### src/rtl/ovl_pkg.sv
// rtl/ovl_pkg.sv - shared types and sizes for the overlay RAM arbiter
package ovl_pkg;

    localparam int OVL_AW = 13;
    localparam int OVL_DW = 32;

    // Who drives the RAM in a given cycle; registered one cycle to tag the return.
    typedef enum logic [1:0] {
        OWN_NONE,
        OWN_DISP,
        OWN_BUS_RD,
        OWN_BUS_WR
    } ram_owner_t;

    typedef enum logic {
        BUF_EMPTY,
        BUF_FULL
    } buf_state_t;

endpackage

### src/rtl/ovl_ram_arbiter_if.sv
// rtl/ovl_ram_arbiter_if.sv - bus, display and spram signal bundle for the overlay RAM arbiter
// Signals: bus_* (SPI decode side), disp_* (pixel shifter side), ram_* (spram side), ovf_clr.
// slave modport = arbiter view, master modport = surrounding logic view.
interface ovl_ram_arbiter_if #(
    parameter int AW = ovl_pkg::OVL_AW,
    parameter int DW = ovl_pkg::OVL_DW
) ();
    logic          bus_sel;
    logic [AW-1:0] bus_addr;
    logic [DW-1:0] bus_wdata;
    logic          bus_ren;
    logic          bus_wen;
    logic [DW-1:0] bus_rdata;
    logic          bus_rvalid;
    logic          bus_busy;
    logic          bus_overflow;
    logic          ovf_clr;
    logic          disp_req;
    logic [AW-1:0] disp_addr;
    logic [DW-1:0] disp_rdata;
    logic          disp_rvalid;
    logic [AW-1:0] ram_addr;
    logic          ram_we;
    logic [DW-1:0] ram_din;
    logic [DW-1:0] ram_dout;

    modport slave (
        input  bus_sel, bus_addr, bus_wdata, bus_ren, bus_wen, ovf_clr,
        input  disp_req, disp_addr, ram_dout,
        output bus_rdata, bus_rvalid, bus_busy, bus_overflow,
        output disp_rdata, disp_rvalid, ram_addr, ram_we, ram_din
    );

    modport master (
        output bus_sel, bus_addr, bus_wdata, bus_ren, bus_wen, ovf_clr,
        output disp_req, disp_addr, ram_dout,
        input  bus_rdata, bus_rvalid, bus_busy, bus_overflow,
        input  disp_rdata, disp_rvalid, ram_addr, ram_we, ram_din
    );
endinterface

### src/rtl/ovl_req_buf.sv
// rtl/ovl_req_buf.sv - one-entry pending buffer for bus requests with overflow detect
// In: clk, rst_n, bus_sel/ren/wen/addr/wdata, issue_en (no display request), ovf_clr.
// Out: full, pend_we/addr/wdata (entry contents), overflow (sticky drop flag).
module ovl_req_buf
    import ovl_pkg::*;
#(
    parameter int AW = OVL_AW,
    parameter int DW = OVL_DW
) (
    input  logic          clk,
    input  logic          rst_n,
    input  logic          bus_sel,
    input  logic          bus_ren,
    input  logic          bus_wen,
    input  logic [AW-1:0] bus_addr,
    input  logic [DW-1:0] bus_wdata,
    input  logic          issue_en,
    input  logic          ovf_clr,
    output logic          full,
    output logic          pend_we,
    output logic [AW-1:0] pend_addr,
    output logic [DW-1:0] pend_wdata,
    output logic          overflow
);
    buf_state_t    state_q, state_d;
    logic [AW-1:0] addr_q, addr_d;
    logic [DW-1:0] wdata_q, wdata_d;
    logic          we_q, we_d;
    logic          ovf_q, ovf_d;
    logic          accept, issue, load, drop;

    assign accept = bus_sel & (bus_ren | bus_wen);
    assign issue  = (state_q == BUF_FULL) & issue_en;

    always_ff @(posedge clk) begin
        if (!rst_n) begin
            state_q <= BUF_EMPTY;
            addr_q  <= '0;
            wdata_q <= '0;
            we_q    <= 1'b0;
            ovf_q   <= 1'b0;
        end else begin
            state_q <= state_d;
            addr_q  <= addr_d;
            wdata_q <= wdata_d;
            we_q    <= we_d;
            ovf_q   <= ovf_d;
        end
    end

    always_comb begin
        state_d = state_q;
        load    = 1'b0;
        drop    = 1'b0;
        case (state_q)
            BUF_EMPTY: begin
                if (accept) begin
                    load    = 1'b1;
                    state_d = BUF_FULL;
                end
            end
            BUF_FULL: begin
                // The slot frees in an issue cycle, so a request landing then reloads it.
                if (issue) begin
                    if (accept) load = 1'b1;
                    else        state_d = BUF_EMPTY;
                end else if (accept) begin
                    drop = 1'b1;
                end
            end
            default: state_d = BUF_EMPTY;
        endcase
    end

    always_comb begin
        addr_d  = load ? bus_addr  : addr_q;
        wdata_d = load ? bus_wdata : wdata_q;
        // Simultaneous read and write strobes collapse to a write.
        we_d    = load ? bus_wen   : we_q;
        // Setting beats clearing in the same cycle.
        ovf_d   = drop ? 1'b1 : (ovf_clr ? 1'b0 : ovf_q);
        full       = (state_q == BUF_FULL);
        pend_we    = we_q;
        pend_addr  = addr_q;
        pend_wdata = wdata_q;
        overflow   = ovf_q;
    end
endmodule

### src/rtl/ovl_ram_arbiter.sv
// rtl/ovl_ram_arbiter.sv - shares the overlay spram between display fetch and the SPI bus
// In: clk_50mhz, rst_n, io.slave (bus requests, display requests, ram_dout).
// Out via io: bus/disp read returns, bus_busy, bus_overflow, ram_addr/we/din.
module ovl_ram_arbiter
    import ovl_pkg::*;
#(
    parameter int AW = OVL_AW,
    parameter int DW = OVL_DW
) (
    input  logic              clk_50mhz,
    input  logic              rst_n,
    ovl_ram_arbiter_if.slave  io
);
    logic          pend_full, pend_we;
    logic [AW-1:0] pend_addr;
    logic [DW-1:0] pend_wdata;
    ram_owner_t    owner, owner_q;
    logic [AW-1:0] ram_addr_q, ram_addr_d;
    logic          ram_we_c;
    logic [DW-1:0] bus_rdata_q, bus_rdata_d, disp_rdata_q, disp_rdata_d;
    logic          bus_rvalid_q, bus_rvalid_d, disp_rvalid_q, disp_rvalid_d;

    ovl_req_buf #(.AW(AW), .DW(DW)) u_req_buf (
        .clk        (clk_50mhz),
        .rst_n      (rst_n),
        .bus_sel    (io.bus_sel),
        .bus_ren    (io.bus_ren),
        .bus_wen    (io.bus_wen),
        .bus_addr   (io.bus_addr),
        .bus_wdata  (io.bus_wdata),
        .issue_en   (~io.disp_req),
        .ovf_clr    (io.ovf_clr),
        .full       (pend_full),
        .pend_we    (pend_we),
        .pend_addr  (pend_addr),
        .pend_wdata (pend_wdata),
        .overflow   (io.bus_overflow)
    );

    always_comb begin
        if (io.disp_req)    owner = OWN_DISP;
        else if (pend_full) owner = pend_we ? OWN_BUS_WR : OWN_BUS_RD;
        else                owner = OWN_NONE;
    end

    // With no owner the address is held to avoid needless toggling on the RAM pins.
    always_comb begin
        ram_addr_d = ram_addr_q;
        ram_we_c   = 1'b0;
        case (owner)
            OWN_DISP:   ram_addr_d = io.disp_addr;
            OWN_BUS_RD: ram_addr_d = pend_addr;
            OWN_BUS_WR: begin
                ram_addr_d = pend_addr;
                ram_we_c   = 1'b1;
            end
            default:    ram_addr_d = ram_addr_q;
        endcase
        if (!rst_n) begin
            ram_addr_d = '0;
            ram_we_c   = 1'b0;
        end
    end

    // owner_q marks which requester the current ram_dout belongs to.
    always_comb begin
        bus_rvalid_d  = (owner_q == OWN_BUS_RD);
        disp_rvalid_d = (owner_q == OWN_DISP);
        bus_rdata_d   = bus_rvalid_d  ? io.ram_dout : bus_rdata_q;
        disp_rdata_d  = disp_rvalid_d ? io.ram_dout : disp_rdata_q;
    end

    always_ff @(posedge clk_50mhz) begin
        if (!rst_n) begin
            owner_q       <= OWN_NONE;
            ram_addr_q    <= '0;
            bus_rdata_q   <= '0;
            bus_rvalid_q  <= 1'b0;
            disp_rdata_q  <= '0;
            disp_rvalid_q <= 1'b0;
        end else begin
            owner_q       <= owner;
            ram_addr_q    <= ram_addr_d;
            bus_rdata_q   <= bus_rdata_d;
            bus_rvalid_q  <= bus_rvalid_d;
            disp_rdata_q  <= disp_rdata_d;
            disp_rvalid_q <= disp_rvalid_d;
        end
    end

    assign io.ram_addr    = ram_addr_d;
    assign io.ram_we      = ram_we_c;
    assign io.ram_din     = pend_wdata;
    assign io.bus_rdata   = bus_rdata_q;
    assign io.bus_rvalid  = bus_rvalid_q;
    assign io.bus_busy    = pend_full;
    assign io.disp_rdata  = disp_rdata_q;
    assign io.disp_rvalid = disp_rvalid_q;
endmodule
### src/flat_wrapper.sv
// flat-port wrapper written by rule: the top's interface ports become plain ports
module ovl_ram_arbiter_flat import ovl_pkg::*;
#(
    parameter int AW = OVL_AW,
    parameter int DW = OVL_DW
)
  (clk_50mhz, rst_n, io_bus_sel, io_bus_addr, io_bus_wdata, io_bus_ren, io_bus_wen, io_ovf_clr, io_disp_req, io_disp_addr, io_ram_dout, io_bus_rdata, io_bus_rvalid, io_bus_busy, io_bus_overflow, io_disp_rdata, io_disp_rvalid, io_ram_addr, io_ram_we, io_ram_din);
  ovl_ram_arbiter_if #(.AW(AW), .DW(DW)) io_i ();
  input  logic clk_50mhz;
  input  logic rst_n;
  input wire logic [$bits(io_i.bus_sel)-1:0] io_bus_sel;
  input wire logic [$bits(io_i.bus_addr)-1:0] io_bus_addr;
  input wire logic [$bits(io_i.bus_wdata)-1:0] io_bus_wdata;
  input wire logic [$bits(io_i.bus_ren)-1:0] io_bus_ren;
  input wire logic [$bits(io_i.bus_wen)-1:0] io_bus_wen;
  input wire logic [$bits(io_i.ovf_clr)-1:0] io_ovf_clr;
  input wire logic [$bits(io_i.disp_req)-1:0] io_disp_req;
  input wire logic [$bits(io_i.disp_addr)-1:0] io_disp_addr;
  input wire logic [$bits(io_i.ram_dout)-1:0] io_ram_dout;
  output wire logic [$bits(io_i.bus_rdata)-1:0] io_bus_rdata;
  output wire logic [$bits(io_i.bus_rvalid)-1:0] io_bus_rvalid;
  output wire logic [$bits(io_i.bus_busy)-1:0] io_bus_busy;
  output wire logic [$bits(io_i.bus_overflow)-1:0] io_bus_overflow;
  output wire logic [$bits(io_i.disp_rdata)-1:0] io_disp_rdata;
  output wire logic [$bits(io_i.disp_rvalid)-1:0] io_disp_rvalid;
  output wire logic [$bits(io_i.ram_addr)-1:0] io_ram_addr;
  output wire logic [$bits(io_i.ram_we)-1:0] io_ram_we;
  output wire logic [$bits(io_i.ram_din)-1:0] io_ram_din;
  assign io_i.bus_sel = io_bus_sel;
  assign io_i.bus_addr = io_bus_addr;
  assign io_i.bus_wdata = io_bus_wdata;
  assign io_i.bus_ren = io_bus_ren;
  assign io_i.bus_wen = io_bus_wen;
  assign io_i.ovf_clr = io_ovf_clr;
  assign io_i.disp_req = io_disp_req;
  assign io_i.disp_addr = io_disp_addr;
  assign io_i.ram_dout = io_ram_dout;
  assign io_bus_rdata = io_i.bus_rdata;
  assign io_bus_rvalid = io_i.bus_rvalid;
  assign io_bus_busy = io_i.bus_busy;
  assign io_bus_overflow = io_i.bus_overflow;
  assign io_disp_rdata = io_i.disp_rdata;
  assign io_disp_rvalid = io_i.disp_rvalid;
  assign io_ram_addr = io_i.ram_addr;
  assign io_ram_we = io_i.ram_we;
  assign io_ram_din = io_i.ram_din;
  ovl_ram_arbiter #(.AW(AW), .DW(DW)) u_core (.clk_50mhz(clk_50mhz), .rst_n(rst_n), .io(io_i));
endmodule
### config.mk
export PLATFORM = sky130hd
export DESIGN_NAME = ovl_ram_arbiter_flat
export DESIGN_NICKNAME = d
export VERILOG_FILES = /design/src/rtl/ovl_pkg.sv /design/src/rtl/ovl_ram_arbiter_if.sv /design/src/rtl/ovl_req_buf.sv /design/src/rtl/ovl_ram_arbiter.sv /design/src/flat_wrapper.sv
export SDC_FILE = /design/constraint.sdc
export NUM_CORES = 1
export LEC_CHECK = 0
export BUFFER_PORTS_ARGS = -buffer_cell sky130_fd_sc_hd__buf_4
export CAP_MARGIN = 30
export CELL_PAD_IN_SITES_DETAIL_PLACEMENT = 0
export CELL_PAD_IN_SITES_GLOBAL_PLACEMENT = 1
export CORE_MARGIN = 3
export CORE_UTILIZATION = 34
export CTS_CLUSTER_SIZE = 16
export DETAILED_ROUTE_END_ITERATION = 8
export PLACE_DENSITY_LB_ADDON = 0.1
export SETUP_SLACK_MARGIN = 0.4
export SYNTH_ARGS = -nofsm -noshare
export SYNTH_HDL_FRONTEND = slang
export SYNTH_SLANG_ARGS = --single-unit
export TNS_END_PERCENT = 100
### constraint.sdc
create_clock -name clk_50mhz -period 2.9 [get_ports clk_50mhz]
set_input_delay 0.145 -clock clk_50mhz [delete_from_list [all_inputs] [get_ports clk_50mhz]]
set_output_delay 0.145 -clock clk_50mhz [all_outputs]
set_load 0.05 [all_outputs]
# Yosys cells after proc, flatten, opt, wreduce, memory -nomap -nowiden
# Index checks and enable logic that the tools add are counted.
dict set report word_totals {
  ff_bits 129
  input_bits 97
  elab_cells 39
}
dict set report op_classes {
  eq_ne 5
  muxes 16
  n_bitwise 5
  n_reduce_logical 2
}
# cell count
set ops {}
lappend ops {{$pmux W13 S2} 1}
lappend ops {{$mux W13} 1}
lappend ops {{$mux W1} 10}
lappend ops {{$eq A2 B2 Y1 const B} 3}
lappend ops {{$eq A2 B1 Y1 const B} 2}
lappend ops {{$mux W2} 2}
lappend ops {{$pmux W1 S2} 2}
lappend ops {{$and A1 B1 Y1} 2}
lappend ops {{$not A1 Y1} 2}
lappend ops {{$reduce_bool A2 Y1} 1}
lappend ops {{$reduce_or A2 Y1} 1}
lappend ops {{$or A1 B1 Y1} 1}

# Depth between registers and ports, before layout
# Gate-level depths: netlist of run 1.
dict set report logic_depth {
  word_depth 7
  ltp_mapped 5
  depth_no_buf 3
}

# By module
# Synthesis of run 1 repeated with hierarchy kept, for this count alone.
dict set report hier_totals {
  hier_cells 573
  area_unflattened_um2 5187.5
}
# mod instances cells_each area_each_um2 seq_area_each_um2
set modules_own_cells {}
lappend modules_own_cells {ovl_ram_arbiter 1 365 3233.1 1621.6}
lappend modules_own_cells {ovl_req_buf 1 208 1954.4 960.9}

# Least setup slack after synthesis of run 1
# No wires, ideal clock.
dict set report synth_path {
  path_kind {reg-to-output}
  from {register u_core.u_req_buf.state_q (netlist: u_core.u_req_buf.full)}
  to {output io_ram_addr[5]}
  t_arrival_ns 1.620
  required_ns 2.755
  slack_ns 1.135
  stages_incl_launch_ff 6
  n_path_buf 2
  cell_sequence {dfxtp_1 buf_6 buf_6 mux2i_1 o21ai_1 and2_1}
}
dict set report synth_between {
  elab_chain_cells 6
  elab_cells_between_ends 8
  classes_between {eq/ne (3); mux (4); reduce/logical (1)}
}
# item line_no
set synth_rtl {}
lappend synth_rtl {{from (decl)} ovl_req_buf.sv:25} ;# buf_state_t state_q, state_d;
lappend synth_rtl {{from (signal assigned)} ovl_req_buf.sv:43} ;# state_q <= state_d;
lappend synth_rtl {{$mux W2 (*)} ovl_ram_arbiter.sv:42} ;# else if (pend_full) owner = pend_we ? OWN_BUS_WR : OWN_BUS_RD;
lappend synth_rtl {{$mux W2 (*)} ovl_ram_arbiter.sv:41} ;# if (io.disp_req) owner = OWN_DISP;
lappend synth_rtl {{$eq A2 B2 Y1} ovl_ram_arbiter.sv:50} ;# case (owner)
lappend synth_rtl {{$reduce_or A2 Y1 (no line)} -}
lappend synth_rtl {{$pmux W13 S2 (*)} ovl_ram_arbiter.sv:50}
lappend synth_rtl {{$mux W13 (*)} ovl_ram_arbiter.sv:59} ;# if (!rst_n) begin
lappend synth_rtl {{to (decl)} flat_wrapper.sv:26} ;# output wire logic [$bits(io_i.ram_addr)-1:0] io_ram_addr;
# Mark *: on every way between the ends. The rest lies on a longest branch, timed or not.

# Final worst setup path of run 1
dict set report layout_path {
  from {register u_core.u_req_buf.state_q (netlist: u_core.u_req_buf.full)}
  to {output io_ram_addr[4]}
}
# Same word-level chain as after synthesis.

==> results.json, run 1 <==
{
  "run_status": "complete, no violations",
  "clk_latency_ns": 0.41,
  "synthXorXnorAreaFrac_pct": 0,
  "crit_path_end_kind": "primary output",
  "max_slew_margin_pct": 41.1,
  "vias_per_cell": 4.52,
  "required_ns": 2.76,
  "post_cts_resized": 0,
  "fmax_mhz": 448,
  "ys_ff_latch": 129,
  "h-tree-depth": 4,
  "drive_gt1_share_pct": 28.6,
  "final_util_pct": 54.7,
  "antenna_found_initial": 0,
  "ios": 211,
  "wire_per_inst_um": 13.8,
  "yosys.area_share.simple_pct": 21.4,
  "coreArea_mm2": 0.0148,
  "clkSinkCount": 129,
  "startpoint_type": "register",
  "num_antenna_cells": 0,
  "firstDrtPassIters": 4,
  "final_cell_count_no_fill": 1050,
  "layout_common_cells": "nand2_1, buf_4, dfxtp_1, dlygate4sd3_1, a21boi_0",
  "synth_compound_area_share_pct": 11.3,
  "min_path_cells": 3,
  "dpl_worst_slack_ns": 1.11,
  "ant_nets": 0,
  "final_common_cell": "nand2_1",
  "die_area_mm2": 0.0168,
  "start_util_pct": 35.2,
  "total_power_mw": 4.73,
  "nNetsFinal": 951,
  "fillers": 1376,
  "place_congestion": 0.764,
  "tns_ns": 0,
  "cts.clk_slew.worst_paths_ns": 0.05,
  "synth_top_family_by_area": "simple AND/OR/NAND/NOR gates",
  "die_h_um": 130,
  "p_leak_nw": 3.53,
  "fp.dieW_um": 130,
  "r2r_cells": 4,
  "gr-usage-all-layers_pct": 17.1,
  "fin_crit_sh_pct": 76.9,
  "synthToLayoutAreaGrowth_pct": 55.6,
  "grt_pass1_wl_um": 22700,
  "maxCapViolCount": 0,
  "grt_setup_unrepaired": "no",
  "grt_max_degree": 80,
  "netlist_area_mm2": 0.00519,
  "rows": 44,
  "synth_fa_ha_area_share_pct": 0,
  "power_density_mw_per_mm2": 587,
  "drt_iter0_drc": 204,
  "drc": 0,
  "crit_arrival_ns": 2.09,
  "min_period_ns": 2.23,
  "cts_buffer_depth": 2,
  "ys_warn_count": 0,
  "ys_seq_area_share_pct": 49.8,
  "fin_skew_ns": 0.00537,
  "synth_fp_nets": 684,
  "hold_viol_final": 0,
  "post-dp-hpwl_um": 9430,
  "syn_avg_cell_area_um2": 8.84,
  "cts_root_buf": "clkbuf_16",
  "synthCells": 587,
  "hold_class": "primary input to register",
  "place_inst": 944,
  "setup.worst_path.class": "register to primary output",
  "overflow": 0,
  "worst_slack_ns": 0.669,
  "cts_tree": "done",
  "crit_fanout": 18,
  "worst-slew-pin-transition_ns": 0.882,
  "holdBufCountCts": 75,
  "postCtsSetupRepairBufs": 0,
  "num_vias": 4747,
  "cts_made_buffers": 17,
  "yosys-mux-area-fraction_pct": 11.2,
  "port_buffers": 210,
  "wl_um": 14400,
  "ys_types": 21,
  "grt_pass1_vias": 4582,
  "ir_worst_vdd_uv": 399,
  "final-setup-viol-count": 0,
  "finalMaxSlewViolations": 0
}
==> where the power goes <==
group	total (mW)	internal [mW]	switching, mW	leakage (nW)
combinational	0.821	0.344	0.477	2.21
clock	2.00	1.26	0.740	0.270
sequential	1.91	1.86	0.0501	1.05
total	4.73	3.47	1.27	3.53
==> per-stage QoR <==
stage / cell area (um^2) / hold WS, ns
floorplan: 5190 / 0.287
CTS: 8070 / 0.00110
finish: 8070 / 0.0285
global placement: 6770 / 0.402
global route: 8070 / 0.0240
detailed placement: 6770 / 0.412
==> worst paths after layout <==
path / to / slack (ns) / startpoint
setup reg to reg: u_core.u_req_buf.pend_wdata[6]$_SDFFE_PN0P_ / 1.16 / u_core.u_req_buf.full$_SDFF_PN0_
hold / removal: u_core.u_req_buf.pend_wdata[10]$_SDFFE_PN0P_ / 0.03 / io_bus_wdata[10]
hold reg to reg: u_core.u_req_buf.pend_wdata[27]$_SDFFE_PN0P_ / 0.46 / u_core.u_req_buf.pend_wdata[27]$_SDFFE_PN0P_
setup / recovery: io_ram_addr[4] / 0.67 / u_core.u_req_buf.full$_SDFF_PN0_
==> final cells by class <==
type	instances	area (um^2)	share of cell area [%]
clock buffers	26	499	6.19
inverters	1	3.75	0.0465
clock inverters	5	52.6	0.651
multi-input cells	412	2290	28.3
flip-flops and latches	129	2580	32.0
well taps	184	230	2.85
repair buffers	293	2410	29.9
==> layer usage <==
layer | up-vias | part of all wire, % | GRT usage, %
met5 | - | 0 | 0
met4 | 0 | 2.3 | 7.21
met3 | 24 | 6.4 | 5.28
met2 | 163 | 46 | 27.3
met1 | 2141 | 45 | 21.5
li1 | 2419 | - | -
==> critical path, stage by stage, from the launching register on <==
cell     delay [ns]
dfxtp_1        0.89
mux2i_1        0.20
o21ai_0        0.23
and2_1         0.16
buf_4          0.20
==> kinds of logic after synthesis <==
| group | after synthesis |
|---|---|
| AO/OA/AOI/OAI | 83 |
| buffers and inverters | 46 |
| flip-flops | 129 |
| multiplexers | 58 |
| AND/OR/NAND/NOR | 271 |
==> synthesized netlist by cell type <==
master    count  share of area, %
a21boi_0     65               9.4
a21oi_1       1             0.096
a21oi_2       1              0.17
and2_1       30               3.6
buf_12        4               1.5
buf_2        19               1.8
buf_4         6              0.87
buf_6         6               1.3
clkbuf_1     10              0.72
dfxtp_1     129                50
inv_1         1             0.072
mux2i_1      58                11
nand2_1     234                17
nand2b_1      2              0.24
nand4_1       1              0.12
nor2_1        1             0.072
nor2b_1       3              0.36
o21ai_0       6              0.58
o21ai_1       8              0.77
o21ai_2       1              0.17
o22ai_1       1              0.12
==> state kept, by name, summed over array words and instances, names as in the netlist, 2 cells and up <==
register and flops:
u_core.io.bus_rdata 32, u_core.u_req_buf.pend_addr 13, u_core.io.disp_rdata 32, u_core.ram_addr_q 13, u_core.owner_q 2, u_core.u_req_buf.pend_wdata 32
Note: power is estimated with default switching activity, not from simulation.
==> run 2, diff against run 1 <==
Clock period 2.9 ns to 2.06 ns, I/O delays scaled along.
==> run 2 against run 1 <==
  * Die area is the same
  * Largest cell class is now non-clock buffers
  * Utilization grew 2.3 points
  * Clock skew grew 0.0034 ns
  * Global-route usage grew 1.1 points
  * Clock-buffer cell count shrank 5
  * Register-to-register slack lost 0.83 ns
  * Non-clock buffer count grew 18
  * Worst hold slack gained 0.0052 ns
  * Power grew 43%
==> results.json, run 2 (synthesis gave the netlist of run 1 again) <==
{
  "run_status": "complete, no violations",
  "min_period_ns": 1.73,
  "cts_root_buf": "clkbuf_16",
  "drt_iter0_drc": 178,
  "cts_tree": "done",
  "required_ns": 2.37,
  "grt_setup_unrepaired": "yes",
  "p_seq_share_pct": 39.8,
  "start_util_pct": 35.2,
  "p_leak_nw": 3.68,
  "cts_buffer_depth": 2,
  "nNetsFinal": 969,
  "drive_gt1_share_pct": 32.0,
  "vias_per_cell": 4.53,
  "postPlaceCellArea_mm2": 0.00681,
  "wire_per_inst_um": 14.3,
  "maxCapViolCount": 0,
  "seqCellArea_mm2": 0.00259,
  "fin_skew_ns": 0.00877,
  "ant_nets": 0,
  "hold_class": "primary input to register",
  "fillers": 1338,
  "final_common_cell": "nand2_1",
  "cts_made_buffers": 17,
  "final_cell_count_no_fill": 1066,
  "power.net_switching_mw": 1.80,
  "rows": 44,
  "total_power_mw": 6.75,
  "clkSinkCount": 129,
  "multi_input_area_mm2": 0.00237,
  "grt_pass1_wl_um": 24100,
  "fp.dieW_um": 130,
  "clk_latency_ns": 0.41,
  "die_h_um": 130,
  "wl_um": 15200,
  "place_inst": 950,
  "crit_path_end_kind": "register",
  "drc": 0,
  "pwr-share-clk_pct": 41.5,
  "crit_fanout": 5,
  "h-tree-depth": 4,
  "gr-usage-all-layers_pct": 18.2,
  "final-setup-viol-count": 0,
  "ios": 211,
  "place_congestion": 0.754,
  "hold_viol_final": 0,
  "coreArea_mm2": 0.0148,
  "antenna_found_initial": 0,
  "setup.worst_path.class": "register to register",
  "r2r_cells": 9,
  "grt_max_degree": 79,
  "max_slew_margin_pct": 71.1,
  "r2r_end": "u_core.ram_addr_q[8]$_SDFF_PN0_",
  "intPower_mw": 4.95,
  "startpoint_type": "register",
  "fin_area_mm2": 0.00841,
  "ir_worst_vdd_uv": 576,
  "overflow": 0,
  "swShare_pct": 26.6,
  "timing.rr.start": "u_core.u_req_buf.full$_SDFF_PN0_",
  "num_vias": 4825,
  "finalMaxSlewViolations": 0,
  "port_buffers": 210,
  "cts.clk_slew.worst_paths_ns": 0.06,
  "die_area_mm2": 0.0168,
  "firstDrtPassIters": 4,
  "worst-slew-pin-transition_ns": 0.431,
  "fmax_mhz": 579,
  "num_antenna_cells": 0,
  "crit_arrival_ns": 2.03,
  "crit_start": "u_core.u_req_buf.full$_SDFF_PN0_",
  "cp-endpoint": "u_core.ram_addr_q[8]$_SDFF_PN0_",
  "layout_common_cells": "nand2_1, buf_4, dfxtp_1, dlygate4sd3_1, a21boi_0",
  "synthToLayoutAreaGrowth_pct": 62.2,
  "power_density_mw_per_mm2": 802,
  "post-dp-hpwl_um": 9850,
  "reg2reg_slack_ns": 0.33,
  "fin_crit_sh_pct": 83.8,
  "combPwrFrac_pct": 18.6,
  "grt_pass1_vias": 4986,
  "tns_ns": 0
}
==> run 2: worst min-delay path by stage <==
stage                      from                                           end  cells past startpoint
5_1_grt              io_ovf_clr        u_core.u_req_buf.overflow$_SDFFE_PN0P_                      3
6_report             io_ovf_clr        u_core.u_req_buf.overflow$_SDFFE_PN0P_                      3
2_1_floorplan    io_bus_addr[0]    u_core.u_req_buf.pend_addr[0]$_SDFFE_PN0P_                      2
3_5_place_dp    io_bus_addr[10]   u_core.u_req_buf.pend_addr[10]$_SDFFE_PN0P_                      3
3_3_place_gp   io_bus_wdata[19]  u_core.u_req_buf.pend_wdata[19]$_SDFFE_PN0P_                      3
4_1_cts              io_ovf_clr        u_core.u_req_buf.overflow$_SDFFE_PN0P_                      3
==> run 2: power groups by stage <==
stage | Clock, mW | Sequential (mW) | Combinational, mW
2_1_floorplan | 0 | 3.02 | 0.401
6_report | 2.80 | 2.69 | 1.26
5_1_grt | 2.99 | 2.70 | 1.34
3_5_place_dp | 0 | 2.73 | 1.06
4_1_cts | 2.89 | 2.69 | 1.24
3_3_place_gp | 0 | 2.73 | 1.05
==> run 2: per-stage QoR <==
stage	hold WS (ns)	setup slack, ns	utilization (%)
after floorplan	0.245	0.433	-
after global placement	0.360	0.667	46.1
after detailed placement	0.369	0.595	46.1
after CTS	0.00788	0.336	56.5
after global routing	0.0283	0.266	57.0
final	0.0337	0.334	57.0
==> run 2: final cells by class <==
cell class	count	share of cell area (%)
Timing Repair Buffer	311	31.9
Sequential cell	129	30.7
Multi-Input combinational cell	412	28.2
Clock buffer	21	5.35
Tap cell	184	2.74
Clock inverter	8	1.07
Inverter	1	0.0446
==> run 2: repair_timing <==
action | in CTS | in global routing
endpoints found under the hold margin | 110 | 0
cloned | 2 | 0
gates resized for setup | 36 | 20
hold buffers | 79 | 0
buffers inserted | 6 | 0
endpoints found under the setup margin | 14 | 16
pin swaps | 2 | 5
==> run 2: critical path: stages (launching register included) <==
cell,delay (ns)
dfxtp_4,0.41
buf_12,0.15
mux2i_4,0.24
o21ai_2,0.08
buf_4,0.14
buf_4,0.12
buf_4,0.12
buf_4,0.12
buf_4,0.11
and2_1,0.14
==> run 2: metal layers <==
metal	share of wire (%)	GRT usage, %	wire [um]
met2	48	30.9	7340
met3	6.8	5.19	1030
met4	3.2	8.80	489
met1	42	21.0	6350
met5	0	0	0
==> run 3, diff against run 2 <==
Settings changed: CORE_UTILIZATION 34 to 31.
Clock period 2.06 ns to 1.45 ns, I/O delays scaled along.
==> run 3 against run 2 <==
  * The run now ends with hold timing, setup timing left
  * Critical path depth down 4
  * Sequential cell count is the same
  * Combinational power up 81%
  * Final area increased by 23%
  * Utilization grew 7.0 points
  * Critical endpoint is now io_ram_addr[1]
  * Final cell count up 6.5%
  * Non-clock buffer count rose by 33
  * Via count grew 6.3%
  * Die area is 9.2% higher
  * Largest cell class unchanged
==> results.json, run 3 (synthesis gave the netlist of run 1 again) <==
{
  "grt_setup_unrepaired": "yes",
  "synthToLayoutAreaGrowth_pct": 98.9,
  "fillers": 1305,
  "place_congestion": 0.753,
  "ir_worst_vdd_uv": 788,
  "firstDrtPassIters": 4,
  "max_slew_margin_pct": 69.8,
  "dpl_worst_slack_ns": 0.126,
  "crit_arrival_ns": 1.56,
  "cts_made_buffers": 17,
  "fin_area_mm2": 0.0103,
  "min_period_ns": 1.63,
  "startpoint_type": "register",
  "grt_pass1_vias": 5102,
  "wl_um": 18300,
  "num_vias": 5128,
  "ios": 211,
  "crit_fanout": 9,
  "p_leak_nw": 4.54,
  "antenna_found_initial": 0,
  "grt_max_degree": 120,
  "port_buffers": 210,
  "worst-slew-pin-transition_ns": 0.454,
  "postPlaceCellArea_mm2": 0.00691,
  "final_util_pct": 64.0,
  "overflow": 0,
  "cp-endpoint": "io_ram_addr[1]",
  "cts_buffer_depth": 2,
  "hold_viol_final": 4,
  "holdBufCountCts": 80,
  "hold_slack_ns": -0.0522,
  "min_path_cells": 3,
  "reg2reg_slack_ns": -0.07,
  "rows": 46,
  "cts.clk_slew.worst_paths_ns": 0.05,
  "fin_skew_ns": 0.00494,
  "path_cells": "buf_12, mux2i_1, o21ai_1, and2_4, buf_8",
  "wire_per_inst_um": 16.1,
  "fmax_mhz": 613,
  "worst_slack_ns": -0.182,
  "start_util_pct": 32.2,
  "drc": 0,
  "vias_per_cell": 4.52,
  "power_density_mw_per_mm2": 1010,
  "r2r_end": "u_core.u_req_buf.pend_addr[7]$_SDFFE_PN0P_",
  "violations": "hold timing, setup timing",
  "required_ns": 1.38,
  "coreArea_mm2": 0.0161,
  "r2r_cells": 8,
  "die_area_mm2": 0.0183,
  "nNetsFinal": 1002,
  "h-tree-depth": 4,
  "cts_root_buf": "clkbuf_16",
  "timing.rr.start": "u_core.u_req_buf.full$_SDFF_PN0_",
  "drt_iter0_drc": 172,
  "final-setup-viol-count": 33,
  "die_h_um": 135,
  "run_status": "complete, but fails checks",
  "cts_tree": "done",
  "crit_path_end_kind": "primary output",
  "layout_common_cells": "nand2_1, buf_6, buf_4, dfxtp_1, dlygate4sd3_1",
  "maxCapViolCount": 0,
  "grt_pass1_wl_um": 26200,
  "crit_slowest_cell": "dfxtp_4",
  "drive_gt1_share_pct": 52.9,
  "final_common_cell": "nand2_1",
  "gr-usage-all-layers_pct": 18.3,
  "place_inst": 977,
  "hold_class": "primary input to register",
  "finalMaxSlewViolations": 0,
  "final_cell_count_no_fill": 1135,
  "crit_start": "u_core.u_req_buf.full$_SDFF_PN0_",
  "ant_nets": 0,
  "clk_latency_ns": 0.42,
  "cpPeakStageDelay_ns": 0.35,
  "setup.worst_path.class": "register to primary output",
  "fin_crit_sh_pct": 113,
  "post-dp-hpwl_um": 9840,
  "clkSinkCount": 129,
  "fp.dieW_um": 135
}
## run 3: cell count changes in the layout (fill, tap and decap cells not counted), sizes merged
cell	delta
buf	+24
clkinv	-1
clkbuf	+9
dlygate4sd3	+1
clkinvlp	+3
diode	+1
## run 3: worst min path at each step
stage          slack, ns                                          end            start
6_report           -0.05                 u_core.owner_q[1]$_SDFF_PN0_            rst_n
5_1_grt            -0.03                 u_core.owner_q[1]$_SDFF_PN0_            rst_n
4_1_cts            -0.07                 u_core.owner_q[1]$_SDFF_PN0_            rst_n
3_5_place_dp        0.34  u_core.u_req_buf.pend_wdata[8]$_SDFFE_PN0P_  io_bus_wdata[8]
3_3_place_gp        0.33  u_core.u_req_buf.pend_wdata[4]$_SDFFE_PN0P_  io_bus_wdata[4]
2_1_floorplan       0.21   u_core.u_req_buf.pend_addr[0]$_SDFFE_PN0P_   io_bus_addr[0]
## run 3: power by group
group	internal [mW]	switching (mW)
sequential	3.73	0.127
combinational	1.11	1.17
clock	2.69	1.54
total	7.53	2.84
## run 3: timing repair
item	4_1_cts	5_1_grt
setup buffers	19	6
gates cloned	12	8
endpoints found under the setup margin	158	214
resized for setup	197	247
pin swaps	63	83
hold endpoints to repair	120	1
## run 3: worst max-delay path: cells and delay by family (launching register included)
kind	cells	cell delay, ns
DFF	1	0.35
buffers and inverters	2	0.28
AOI/OAI and AO/OA	1	0.20
and+or+nand+nor	1	0.18
muxes	1	0.12
## run 3: layer usage
| metal | global-route usage [%] | vias up | share of wire [%] |
|---|---|---|---|
| met5 | 0 | - | 0 |
| met4 | 6.16 | 0 | 2.2 |
| met3 | 4.68 | 25 | 4.7 |
| met2 | 32.7 | 146 | 52 |
| met1 | 21.2 | 2415 | 41 |
| li1 | - | 2542 | - |
## run 3: final cells by class
| type | instances | area (um^2) | share of cell area, % |
|---|---|---|---|
| timing repair buffer | 344 | 3810 | 36.9 |
| inverter | 1 | 3.75 | 0.0364 |
| multi-input combinational | 412 | 3000 | 29.1 |
| tap | 216 | 270 | 2.62 |
| antenna | 1 | 2.50 | 0.0243 |
| clock inverter | 10 | 108 | 1.04 |
| sequential | 129 | 2640 | 25.6 |
| clock buffer | 22 | 484 | 4.69 |
## run 3: per-stage QoR
stage / TNS, ns / power, mW
4_1_cts: -2.11 / 10.2
5_1_grt: -6.58 / 10.8
2_1_floorplan: 0 / 4.88
3_3_place_gp: 0 / 5.41
3_5_place_dp: 0 / 5.42
6_report: -3.04 / 10.4
